===== src/rtl/mux2_arbiter_if.sv =====
// Handshake bundle for the two-requester round-robin arbiter and its registered output slot.
// The slave modport is the arbiter's view. The master modport is the view of the surrounding requesters and consumer.
interface mux2_arbiter_if #(
  parameter int WIDTH = 8
);
  logic             a_valid;
  logic [WIDTH-1:0] a_data;
  logic             a_ready;
  logic             b_valid;
  logic [WIDTH-1:0] b_data;
  logic             b_ready;
  logic             y_valid;
  logic [WIDTH-1:0] y_data;
  logic             y_ready;
  logic             sel;
  logic             last;

  modport slave (
    input  a_valid, a_data, b_valid, b_data, y_ready,
    output a_ready, b_ready, y_valid, y_data, sel, last
  );

  modport master (
    output a_valid, a_data, b_valid, b_data, y_ready,
    input  a_ready, b_ready, y_valid, y_data, sel, last
  );
endinterface


===== src/rtl/mux2_arbiter.sv =====
// Two-input round-robin arbiter feeding a single registered output slot.
// The slot refills in the same cycle it drains, so back-to-back transfers have no bubble.
module mux2_arbiter #(
  parameter int WIDTH = 8
) (
  input  logic            clk,
  input  logic            rst,
  mux2_arbiter_if.slave   bus
);

  typedef enum logic [0:0] {
    EMPTY = 1'b0,
    FULL  = 1'b1
  } state_e;

  state_e           state_q, state_d;
  logic [WIDTH-1:0] y_data_q, y_data_d;
  logic             sel_q, sel_d;
  logic             last_q, last_d;

  logic             slot_free_s;
  logic             a_ready_s;
  logic             b_ready_s;
  logic             accept_s;

  // Grant selection. The readys are gated by rst so that nothing is accepted while reset is held.
  always_comb begin
    a_ready_s   = 1'b0;
    b_ready_s   = 1'b0;
    slot_free_s = !rst && ((state_q == EMPTY) || bus.y_ready);
    if (slot_free_s) begin
      if (bus.a_valid && bus.b_valid) begin
        // On a tie, the requester that was not granted most recently wins.
        if (last_q) begin
          a_ready_s = 1'b1;
        end else begin
          b_ready_s = 1'b1;
        end
      end else begin
        a_ready_s = bus.a_valid;
        b_ready_s = bus.b_valid;
      end
    end else begin
      a_ready_s = 1'b0;
      b_ready_s = 1'b0;
    end
    accept_s = a_ready_s || b_ready_s;
  end

  // Next-state and next-slot contents.
  always_comb begin
    state_d  = state_q;
    y_data_d = y_data_q;
    sel_d    = sel_q;
    last_d   = last_q;
    if (accept_s) begin
      y_data_d = b_ready_s ? bus.b_data : bus.a_data;
      sel_d    = b_ready_s;
      last_d   = b_ready_s;
    end else begin
      y_data_d = y_data_q;
      sel_d    = sel_q;
      last_d   = last_q;
    end
    case (state_q)
      EMPTY:   state_d = accept_s ? FULL : EMPTY;
      FULL:    state_d = (bus.y_ready && !accept_s) ? EMPTY : FULL;
      default: state_d = EMPTY;
    endcase
  end

  // Slot FSM and registered outputs. The async reset discards any held beat.
  always_ff @(posedge clk or posedge rst) begin
    if (rst) begin
      state_q  <= EMPTY;
      y_data_q <= {WIDTH{1'b0}};
      sel_q    <= 1'b0;
      last_q   <= 1'b1;
    end else begin
      state_q  <= state_d;
      y_data_q <= y_data_d;
      sel_q    <= sel_d;
      last_q   <= last_d;
    end
  end

  assign bus.a_ready = a_ready_s;
  assign bus.b_ready = b_ready_s;
  assign bus.y_valid = (state_q == FULL);
  assign bus.y_data  = y_data_q;
  assign bus.sel     = sel_q;
  assign bus.last    = last_q;

endmodule


===== src/flat_wrapper.sv =====
// flat-port wrapper written by rule: the top's interface ports become plain ports
module mux2_arbiter_flat 
#(
  parameter int WIDTH = 8
)
  (clk, rst, bus_a_valid, bus_a_data, bus_b_valid, bus_b_data, bus_y_ready, bus_a_ready, bus_b_ready, bus_y_valid, bus_y_data, bus_sel, bus_last);
  mux2_arbiter_if #(.WIDTH(WIDTH)) bus_i ();
  input  logic clk;
  input  logic rst;
  input wire logic [$bits(bus_i.a_valid)-1:0] bus_a_valid;
  input wire logic [$bits(bus_i.a_data)-1:0] bus_a_data;
  input wire logic [$bits(bus_i.b_valid)-1:0] bus_b_valid;
  input wire logic [$bits(bus_i.b_data)-1:0] bus_b_data;
  input wire logic [$bits(bus_i.y_ready)-1:0] bus_y_ready;
  output wire logic [$bits(bus_i.a_ready)-1:0] bus_a_ready;
  output wire logic [$bits(bus_i.b_ready)-1:0] bus_b_ready;
  output wire logic [$bits(bus_i.y_valid)-1:0] bus_y_valid;
  output wire logic [$bits(bus_i.y_data)-1:0] bus_y_data;
  output wire logic [$bits(bus_i.sel)-1:0] bus_sel;
  output wire logic [$bits(bus_i.last)-1:0] bus_last;
  assign bus_i.a_valid = bus_a_valid;
  assign bus_i.a_data = bus_a_data;
  assign bus_i.b_valid = bus_b_valid;
  assign bus_i.b_data = bus_b_data;
  assign bus_i.y_ready = bus_y_ready;
  assign bus_a_ready = bus_i.a_ready;
  assign bus_b_ready = bus_i.b_ready;
  assign bus_y_valid = bus_i.y_valid;
  assign bus_y_data = bus_i.y_data;
  assign bus_sel = bus_i.sel;
  assign bus_last = bus_i.last;
  mux2_arbiter #(.WIDTH(WIDTH)) u_core (.clk(clk), .rst(rst), .bus(bus_i));
endmodule

===== config.mk =====
export PLATFORM = sky130hd
export DESIGN_NAME = mux2_arbiter_flat
export DESIGN_NICKNAME = d
export VERILOG_FILES = /design/src/rtl/mux2_arbiter_if.sv /design/src/rtl/mux2_arbiter.sv /design/src/flat_wrapper.sv
export SDC_FILE = /design/constraint.sdc
export NUM_CORES = 1
export LEC_CHECK = 0
export ABC_AREA = 1
export BUFFER_PORTS_ARGS = -buffer_cell sky130_fd_sc_hd__clkbuf_2
export CAP_MARGIN = 10
export CORE_MARGIN = 2
export CORE_UTILIZATION = 30
export CTS_CLUSTER_DIAMETER = 100
export DETAILED_ROUTE_END_ITERATION = 10
export HOLD_SLACK_MARGIN = 0.1
export PLACE_DENSITY = 0.66
export SYNTH_ARGS = -nofsm -noshare
export SYNTH_HDL_FRONTEND = slang
export SYNTH_SLANG_ARGS = --single-unit

===== constraint.sdc =====
create_clock -name clk -period 1.8 [get_ports clk]
set_clock_uncertainty 0.2 [all_clocks]
set_input_delay 0.36 -clock clk [delete_from_list [all_inputs] [get_ports clk]]
set_output_delay 0.36 -clock clk [all_outputs]
set_load 0.01 [all_outputs]

### Word level (Yosys, flattened, before mapping)

Index checks and enable logic that the tools add are counted.

| cells by class | value |
|---|---|
| mux-type cells | 10 |
| bitwise logic cells | 1 |
| reduce and logical (&&, ||, !) cells | 7 |

Operators with widths:

| cell | count |
|---|---|
| $mux W1 | 8 |
| $mux W8 | 1 |
| $logic_and A1 B1 Y1 | 3 |
| $logic_not A1 Y1 | 2 |
| $logic_or A1 B1 Y1 | 2 |
| $pmux W1 S2 | 1 |
| $not A1 Y1 | 1 |

| word-level totals | value |
|---|---|
| flip-flop bits (word level) | 11 |
| input port bits | 21 |
| output and inout bits | 13 |

### Longest topological paths before layout

Gate-level depths: netlist of run 1.

| depth | value |
|---|---|
| word-level depth | 9 |
| gate-level depth with buffers | 7 |
| gate-level depth less buffers | 7 |

### Worst setup path after synthesis of run 1

Ideal clock, no wire load.

| path | value |
|---|---|
| path type | input port to output port |
| start point | input rst |
| end point | output bus_a_ready |
| arrival | 1.073 ns |
| slack | 0.167 ns |
| stages | 3 |
| path buffers | 0 |
| path through | inv_1 > nand3_1 > a21oi_1 |

| between the ends | value |
|---|---|
| longest elaborated chain between the ends | 3 |

Ends and longest elaborated chain:

| element | RTL line | source |
|---|---|---|
| from (decl) | flat_wrapper.sv:9 | `input logic rst;` |
| $logic_not A1 Y1 (no line) | -- |  |
| $logic_and A1 B1 Y1 | mux2_arbiter.sv:30 | `slot_free_s = !rst && ((state_q == EMPTY) \|\| bus.y_ready);` |
| $mux W1 | mux2_arbiter.sv:31 | `if (slot_free_s) begin` |
| to (decl) | flat_wrapper.sv:15 | `output wire logic [$bits(bus_i.a_ready)-1:0] bus_a_ready;` |

No other way between the ends.

### Worst setup path in the final report of run 1

| path | value |
|---|---|
| start point | register u_core.state_q, in the netlist u_core.bus.y_valid |
| end point | output bus_a_ready |

| between the ends | value |
|---|---|
| longest elaborated chain between the ends | 4 |

Ends and longest elaborated chain:

| element | RTL line | source |
|---|---|---|
| from (decl) | mux2_arbiter.sv:16 | `state_e state_q, state_d;` |
| from (signal assigned) | mux2_arbiter.sv:80 | `state_q <= state_d;` |
| $not A1 Y1 | mux2_arbiter.sv:30 |  |
| $logic_or A1 B1 Y1 | mux2_arbiter.sv:30 |  |
| $logic_and A1 B1 Y1 | mux2_arbiter.sv:30 |  |
| $mux W1 | mux2_arbiter.sv:31 |  |

No other way between the ends.

==> reports/results.ini, run 1 <==
[detailed_routing]
drt_wl_total_mm=1.50
drtPass1Iterations=4
wl_met1_um=641
vias_per_cell=4.28
drtIter0Drc=5
wl_per_cell_um=9.69
met3RoutedLength_um=135
ant_nets=0
route.detailed.drc=0
top_layer=met4
vias=663
wl_met2_um=710

[yosys]
ys_warn_count=0
syn_area_um2=626
yosysSeqAreaShare_pct=44.2
synth-simple-area-share_pct=34.0
synthesis.nets=107
synth_top_family_by_area=simple AND/OR/NAND/NOR gates
avgSynthCellArea_um2=7.27
synthCells=86
synth.distinct_cells=12
synthAdderAreaFrac_pct=0
synth_seq_cells=11
synth_compound_area_share_pct=6.80
synth_xor_xnor_area_share_pct=0
synthMuxAreaShare_pct=0

[timing]
period_share_pct=96.6
fin_tns_setup_ns=0
whs_ns=0.183
worst_pin_slew_ns=0.180
setup_violations=0
period_needed_ns=1.74
drv_slew=0
fin_ws_ns=0.0621
hold_viol=0
relSlewSlack_pct=88.0
fmax_mhz=575
rsz0062_at_grt=no

[floorplanning]
start_util_pct=31.9
die_x_um=49.7
die_h_um=49.7
io_pins=34
num_rows=16
dieArea_mm2=0.00247
core-area_mm2=0.00196

[final_layout]
final_util_pct=45.7
drive_gt1_share_pct=40.6
antenna_cells=0
final_nets=150
layout_common_cells=clkbuf_2 (33), nand2_1 (27), inv_1 (19)
syn_to_final_growth_pct=43.2
mostFrequentLayoutCell=clkbuf_2

[global_routing]
grt_first_pass_wirelength_mm=2.49
grt.total_usage_pct=13.1
antenna_found_initial=0
overflow=0
grt_pass1_vias=560
grt_max_degree=11

[clocking]
cts_max_level=1
cts.clk_slew.worst_paths_ns=0.07
cts_buffer_depth=2
cts_sinks=11
clockRootBuffer=clkbuf_4
clk_latency_ns=0.26
cts_tree=built
numCtsBuffers=3

[place]
gp_congestion=0.734
place_hpwl_mm=1.16
numPortBuffers=33
dpl_worst_slack_ns=0.147

[flow_run]
drv_cap=0

[power_and_ir_drop]
p_total_uw=728
p_int_uw=482
p_switching_uw=246
p_comb_share_pct=32.0
seqPwrFrac_pct=45.4
power_density_mw_per_mm2=813
leakagePower_nw=0.570
clkPwrFrac_pct=22.6
p_sw_share_pct=33.8
irDropWorstVdd_mv=0.286

[setup_path]
cp_data_required_time_ns=1.24
r2r_cells=7
slowest_delay_ns=0.43
worstPathCellList=nand2_2 -> nand3_2 -> a21oi_1 -> clkbuf_2
crit_path_top_delay_cell=dfrtp_1
cp-start-kind=flip-flop
setup.worst_path.class=flip-flop to primary output
critPathCaptureType=primary output
cp_max_fo=3
critPathArrivalTime_ns=1.18

[min_path]
hold_path_class=input port to flip-flop
hold_depth=5

[outcome]
status=complete, no violations

stage by stage:
step	std cells	cell area [um^2]
after floorplan	86	626
after global placement	149	843
after detailed placement	149	843
after CTS	154	888
after global routing	155	896
final	155	896
cell usage after synthesis:
| cell | count | area (um^2) |
|---|---|---|
| nand2_4 | 1 | 11.3 |
| inv_1 | 19 | 71.3 |
| dfrtp_1 | 10 | 250 |
| a21oi_1 | 1 | 5.00 |
| nand3_1 | 18 | 90.1 |
| o21ai_0 | 1 | 5.00 |
| nand2_1 | 28 | 105 |
| nand2_2 | 1 | 6.26 |
| inv_2 | 3 | 11.3 |
| dfstp_2 | 1 | 26.3 |
| buf_6 | 1 | 11.3 |
| a21oi_4 | 2 | 32.5 |
power by group through the flow:
stage                     Clock [mW]  Combinational (mW)  Sequential, mW
after detailed placement           0               0.230           0.335
after CTS                      0.171               0.235           0.331
after floorplan                    0               0.102           0.356
final                          0.165               0.233           0.331
after global routing           0.177               0.264           0.339
after global placement             0               0.228           0.334
routing by layer:
metal,global-route usage [%],vias to the layer above
met5,0,-
met4,5.56,0
met3,2.12,2
met2,20.7,29
met1,17.6,284
li1,-,348
cells by family (layout without fill, tap and decap cells):
| group | after synthesis | in the layout |
|---|---|---|
| compound gates | 4 | 4 |
| buf+inv | 23 | 65 |
| flops | 11 | 11 |
| simple gates | 48 | 48 |
layout make-up:
type | instances | area (um^2)
clock buffer | 3 | 22.5
clock inverter | 1 | 5.00
fill | 227 | 1070
inverter | 22 | 82.6
multi-input combinational | 52 | 263
sequential | 11 | 277
tap | 27 | 33.8
timing repair buffer | 39 | 213
sequential cells by signal, summed over array words and instances, names as in the netlist:
name,flops
u_core.bus.sel,1
u_core.bus.last,1
u_core.bus.y_data,8
u_core.bus.y_valid,1
critical path: cells and delay by family, from the launching register on:
| kind | cells | cell delay (ns) |
|---|---|---|
| compound gates | 1 | 0.13 |
| flops | 1 | 0.43 |
| buf+inv | 1 | 0.14 |
| simple gates | 2 | 0.20 |
worst paths after layout:
path                                             startpoint                          endpoint  slack (ns)
max                            u_core.bus.y_valid$_DFF_PP0_                       bus_a_ready        0.06
min                                           bus_a_data[2]  u_core.bus.y_data[2]$_DFFE_PP0P_        0.18
max reg2reg                    u_core.bus.y_valid$_DFF_PP0_  u_core.bus.y_data[7]$_DFFE_PP0P_        0.34
min reg2reg                u_core.bus.y_data[5]$_DFFE_PP0P_  u_core.bus.y_data[5]$_DFFE_PP0P_        0.28
max in group asynchronous                               rst  u_core.bus.y_data[6]$_DFFE_PP0P_        0.68
min in group asynchronous                               rst  u_core.bus.y_data[3]$_DFFE_PP0P_        0.38
what timing repair did:
action	CTS	global route
endpoints found under the hold margin	11	0
setup buffers	0	1
gates resized for setup	2	0
hold buffers	1	0
pin swaps	0	1
endpoints found under the setup margin	1	1
No activity file was read; power rests on OpenSTA's default activity.
==> run 2: changes to the inputs <==
- CELL_PAD_IN_SITES_DETAIL_PLACEMENT: not set -> 1
- CELL_PAD_IN_SITES_GLOBAL_PLACEMENT: not set -> 2
- CORE_UTILIZATION: 30 -> 21
- PLACE_DENSITY: 0.66 -> 0.83
==> reports/results.ini, run 2 (synthesis gave the netlist of run 1 again) <==
[detailed_routing]
route.detailed.drc=1  ; +1
drt_wl_total_mm=1.89  ; +26%
met3RoutedLength_um=146  ; +8.1%
ant_nets=0  ; unchanged
top_layer=met4
vias=675  ; +1.8%
drtIter0Drc=5  ; unchanged
wl_per_cell_um=11.7  ; +21%
drtPass1Iterations=7  ; +3
wl_met2_um=947  ; +33%
vias_per_cell=4.17  ; -2.6%
wl_met1_um=779  ; +22%

[floorplanning]
die_x_um=58.6  ; +18%
num_rows=19  ; +3
start_util_pct=22.3  ; -9.6 points
core-area_mm2=0.00281  ; +43%
die_h_um=58.6  ; +18%
dieArea_mm2=0.00343  ; +39%
io_pins=34  ; unchanged

[clocking]
clockRootBuffer=clkbuf_4
cts_buffer_depth=2  ; unchanged
clk_latency_ns=0.26  ; about the same
cts_sinks=11  ; unchanged
numCtsBuffers=3  ; unchanged
cts.clk_slew.worst_paths_ns=0.07  ; about the same
cts_tree=built
cts_max_level=1  ; unchanged

[final_layout]
stdcell_count=162  ; +4.5%
syn_to_final_growth_pct=49.6
final_nets=153  ; +2.0%
mostFrequentLayoutCell=clkbuf_2
antenna_cells=0  ; unchanged
layout_common_cells=clkbuf_2 (32), nand2_1 (27), inv_1 (18)
fillCellCount=371  ; +63%
largest_reg_flops=8  ; unchanged
drive_gt1_share_pct=42.0  ; +1.4 points

[timing]
setup_violations=0  ; unchanged
drv_slew=0  ; unchanged
fin_tns_setup_ns=0  ; unchanged
period_needed_ns=1.73  ; -0.00457 ns
hold_viol=0  ; unchanged
period_share_pct=96.3  ; -0.25 points
fmax_mhz=577  ; +0.26%
worst_pin_slew_ns=0.462  ; +0.282 ns
relSlewSlack_pct=69.1  ; -19 points

[setup_path]
rrSetupSlack_ns=0.33  ; about the same
cp_data_required_time_ns=1.24  ; about the same
cp_max_fo=3  ; unchanged
critPathArrivalTime_ns=1.17  ; about the same
critPathCaptureType=primary output
r2r-start=u_core.bus.y_valid$_DFF_PP0_
r2r_cells=7  ; unchanged
cp-start-kind=flip-flop
setup.worst_path.class=flip-flop to primary output
r2r-end=u_core.bus.y_data[3]$_DFFE_PP0P_

[min_path]
min_to=u_core.bus.y_data[0]$_DFFE_PP0P_
min_from=bus_a_data[0]
hold_depth=5  ; unchanged
hold_path_class=input port to flip-flop

[place]
place_hpwl_mm=1.40  ; +21%
numPortBuffers=33  ; unchanged
gp_congestion=0.657  ; -11%
place_inst=153  ; +2.7%

[power_and_ir_drop]
leakagePower_nw=0.580  ; +1.9%
p_total_uw=753  ; +3.4%
irDropWorstVdd_mv=0.224  ; -22%
power_density_mw_per_mm2=804  ; -1.1%

[global_routing]
overflow=0  ; unchanged
grt_max_degree=11  ; unchanged
grt_pass1_vias=687  ; +23%
antenna_found_initial=0  ; unchanged
grt.total_usage_pct=12.2  ; -0.86 points
grt_first_pass_wirelength_mm=3.10  ; +24%

[flow_run]
drv_cap=0  ; unchanged

[outcome]
status=complete, but fails checks
failed_checks=DRC

run 2: through the flow:
| step | setup WS [ns] | instance area (um^2) | hold slack (ns) | utilization (%) |
|---|---|---|---|---|
| 6_report | 0.0667 | 936 | 0.190 | 33.4 |
| 5_1_grt | -0.00322 | 936 | 0.202 | 33.4 |
| 3_5_place_dp | 0.180 | 848 | 0.206 | 30.2 |
| 2_1_floorplan | 0.167 | 626 | 0.0284 | - |
| 3_3_place_gp | 0.203 | 848 | 0.198 | 30.2 |
| 4_1_cts | 0.00920 | 902 | 0.187 | 32.2 |
run 2: report_power, final:
part	internal (mW)	switching, mW	leakage (nW)	total [mW]
Combinational	0.109	0.141	0.433	0.250
Clock	0.0858	0.0806	0.0150	0.166
Sequential	0.299	0.0379	0.132	0.337
run 2: critical path, stage by stage, from the launching register on:
cell,delay (ns)
dfrtp_1,0.43
nand2_2,0.13
nand3_4,0.10
a21oi_2,0.11
buf_2,0.14
run 2: layout make-up:
cell class,count,area [um^2],area share (%)
repair buffers,42,238,25.4
flip-flops and latches,11,277,29.5
clock buffers,4,26.3,2.81
inverters,22,82.6,8.82
multi-input cells,52,274,29.3
well taps,31,38.8,4.14
run 2: metal layers:
layer / vias up / GRT usage, %
li1: 349 / -
met1: 296 / 15.3
met2: 26 / 20.1
met3: 4 / 3.74
met4: 0 / 3.90
met5: - / 0
run 2: how the worst max path moves through the flow:
stage | startpoint | end | slack (ns) | cells past startpoint
2_1_floorplan | rst | bus_a_ready | 0.17 | 3
6_report | u_core.bus.y_valid$_DFF_PP0_ | bus_a_ready | 0.07 | 4
3_5_place_dp | bus_y_ready | bus_a_ready | 0.18 | 6
5_1_grt | u_core.bus.y_valid$_DFF_PP0_ | bus_a_ready | -0.003 | 4
3_3_place_gp | bus_y_ready | bus_a_ready | 0.20 | 6
4_1_cts | u_core.bus.y_valid$_DFF_PP0_ | bus_a_ready | 0.009 | 4
run 2: what timing repair did:
item / CTS / global route
hold buffers: 2 / 0
resized for setup: 2 / 4
endpoints found under the setup margin: 1 / 1
hold endpoints to repair: 10 / 0
buffers inserted: 0 / 3
pin swaps: 0 / 1
==> run 3: changes to the inputs <==
- BUFFER_PORTS_ARGS: -buffer_cell sky130_fd_sc_hd__clkbuf_2 -> -buffer_cell sky130_fd_sc_hd__buf_2
==> reports/results.ini, run 3 (synthesis gave the netlist of run 1 again) <==
[power_and_ir_drop]
p_sw_share_pct=34.2  ; -0.21 points
p_comb_share_pct=32.5  ; -0.7 points
p_total_uw=745  ; -1.0%
leakagePower_nw=0.572  ; -1.4%
seqPwrFrac_pct=44.6  ; -0.2 points
p_switching_uw=255  ; -1.6%
clkPwrFrac_pct=22.9  ; +0.8 points
power_density_mw_per_mm2=799  ; -0.62%
p_int_uw=490  ; -0.71%
irDropWorstVdd_mv=0.180  ; -19%

[floorplanning]
num_rows=19  ; unchanged
die_h_um=58.6  ; unchanged
dieArea_mm2=0.00343  ; unchanged
core-area_mm2=0.00281  ; unchanged
die_x_um=58.6  ; unchanged
io_pins=34  ; unchanged
start_util_pct=22.3  ; unchanged

[global_routing]
grt_pass1_vias=649  ; -5.5%
grt_max_degree=11  ; unchanged
grt.total_usage_pct=11.6  ; -0.65 points
antenna_found_initial=0  ; unchanged
overflow=0  ; unchanged
grt_first_pass_wirelength_mm=2.95  ; -4.9%

[setup_path]
rrSetupSlack_ns=0.43  ; +0.10 ns
cp_max_fo=3  ; unchanged
r2r-end=u_core.bus.y_data[0]$_DFFE_PP0P_
setup.worst_path.class=flip-flop to primary output
critPathCaptureType=primary output
critical_path.endpoint=bus_a_ready
critPathArrivalTime_ns=1.16  ; about the same
cp_data_required_time_ns=1.24  ; about the same
crit_path_start=u_core.bus.last$_DFFE_PP1P_
r2r-start=u_core.bus.last$_DFFE_PP1P_
r2r_cells=6  ; -1
cp-start-kind=flip-flop

[timing]
fmax_mhz=581  ; +0.66%
rsz0062_at_grt=no
worst_pin_slew_ns=0.211  ; -0.252 ns
relSlewSlack_pct=85.9  ; +17 points
period_needed_ns=1.72  ; -0.0114 ns
period_share_pct=95.7  ; -0.63 points
drv_slew=0  ; unchanged
hold_viol=0  ; unchanged
fin_tns_setup_ns=0  ; unchanged
setup_violations=0  ; unchanged
fin_ws_ns=0.0780  ; +0.0114 ns

[detailed_routing]
vias=651  ; -3.6%
drtIter0Drc=11  ; +6
drt_wl_total_mm=1.78  ; -6.2%
drtPass1Iterations=7  ; unchanged
ant_nets=0  ; unchanged
met3RoutedLength_um=153  ; +4.8%
wl_met2_um=871  ; -8.0%
vias_per_cell=4.04  ; -3.0%
wl_per_cell_um=11.0  ; -5.6%
top_layer=met4
route.detailed.drc=1  ; unchanged
wl_met1_um=739  ; -5.1%

[final_layout]
mostFrequentLayoutCell=buf_2
multi_input_area_um2=274  ; unchanged
ff_latch_area_um2=278  ; +0.45%
layout_common_cells=buf_2 (33), nand2_1 (27), inv_1 (19)
syn_to_final_growth_pct=49.0
largest_reg_flops=8  ; unchanged
final_nets=152  ; -0.65%
antenna_cells=0  ; unchanged
drive_gt1_share_pct=40.8  ; -1.2 points
fin_area_um2=932  ; -0.40%
fillCellCount=379  ; +2.2%

[clocking]
numCtsBuffers=3  ; unchanged
cts_sinks=11  ; unchanged
clockRootBuffer=clkbuf_4
cts_buffer_depth=2  ; unchanged
post_cts_buffers=0  ; unchanged
clk_latency_ns=0.26  ; about the same
cts_max_level=1  ; unchanged
cts.clk_slew.worst_paths_ns=0.07  ; about the same
cts_tree=built

[place]
dpl_worst_slack_ns=0.221  ; +0.0410 ns
gp_congestion=0.706  ; +7.4%
numPortBuffers=33  ; unchanged
dpl_cell_area_um2=856  ; +0.88%
place_hpwl_mm=1.41  ; +0.98%

[outcome]
failed_checks=DRC
status=complete, but fails checks

[flow_run]
drv_cap=0  ; unchanged

[min_path]
hold_path_class=input port to flip-flop

==> run 3: cell count changes in the layout (fill, tap and decap cells not counted) <==
cell           before  now
buf_2               1   33
buf_4               7    5
clkbuf_2           32    0
dfrtp_1            10    9
dfrtp_2             0    1
dlygate4sd3_1       2    3
inv_1              18   19
inv_2               4    3
==> run 3: final cells by class <==
type                       count  share of cell area, %
timing repair buffer          41                   25.0
inverter                      22                   8.86
clock buffer                   4                   2.82
sequential                    11                   29.8
multi-input combinational     52                   29.4
tap                           31                   4.16
==> run 3: repair_timing <==
item / CTS / global route
endpoints found under the setup margin: 1 / 1
hold endpoints to repair: 10 / 0
hold buffers: 3 / 0
gates resized for setup: 1 / 4
==> run 3: power groups by stage <==
stage	Sequential, mW	Clock [mW]	Combinational [mW]
final	0.333	0.171	0.242
after global routing	0.340	0.191	0.274
after floorplan	0.356	0	0.102
after CTS	0.332	0.181	0.243
after detailed placement	0.336	0	0.236
after global placement	0.335	0	0.230
==> run 3: per-stage QoR <==
stage	cells	hold slack [ns]	utilization (%)
floorplan	86	0.0284	-
global route	161	0.199	33.2
finish	161	0.186	33.2
detailed placement	154	0.209	30.5
global placement	154	0.203	30.5
CTS	161	0.180	32.7
==> run 3: worst max-delay path: stages (launching register included) <==
cell,delay [ns]
dfstp_2,0.57
inv_1,0.07
a21oi_2,0.12
buf_2,0.13
==> run 3: how the worst min path moves through the flow <==
stage             startpoint                                to  slack (ns)  cells past startpoint
2_1_floorplan            rst        u_core.bus.sel$_DFFE_PP0P_        0.03                      1
3_3_place_gp             rst  u_core.bus.y_data[1]$_DFFE_PP0P_        0.20                      3
3_5_place_dp             rst  u_core.bus.y_data[1]$_DFFE_PP0P_        0.21                      3
4_1_cts        bus_a_data[5]  u_core.bus.y_data[5]$_DFFE_PP0P_        0.18                      5
5_1_grt        bus_a_data[1]  u_core.bus.y_data[1]$_DFFE_PP0P_        0.20                      5
6_report       bus_a_data[5]  u_core.bus.y_data[5]$_DFFE_PP0P_        0.19                      5
==> run 3: routing by layer <==
metal	GRT usage, %	up-vias
met5	0	-
met4	4.87	0
met3	3.74	2
met2	18.5	26
met1	14.3	278
li1	-	345
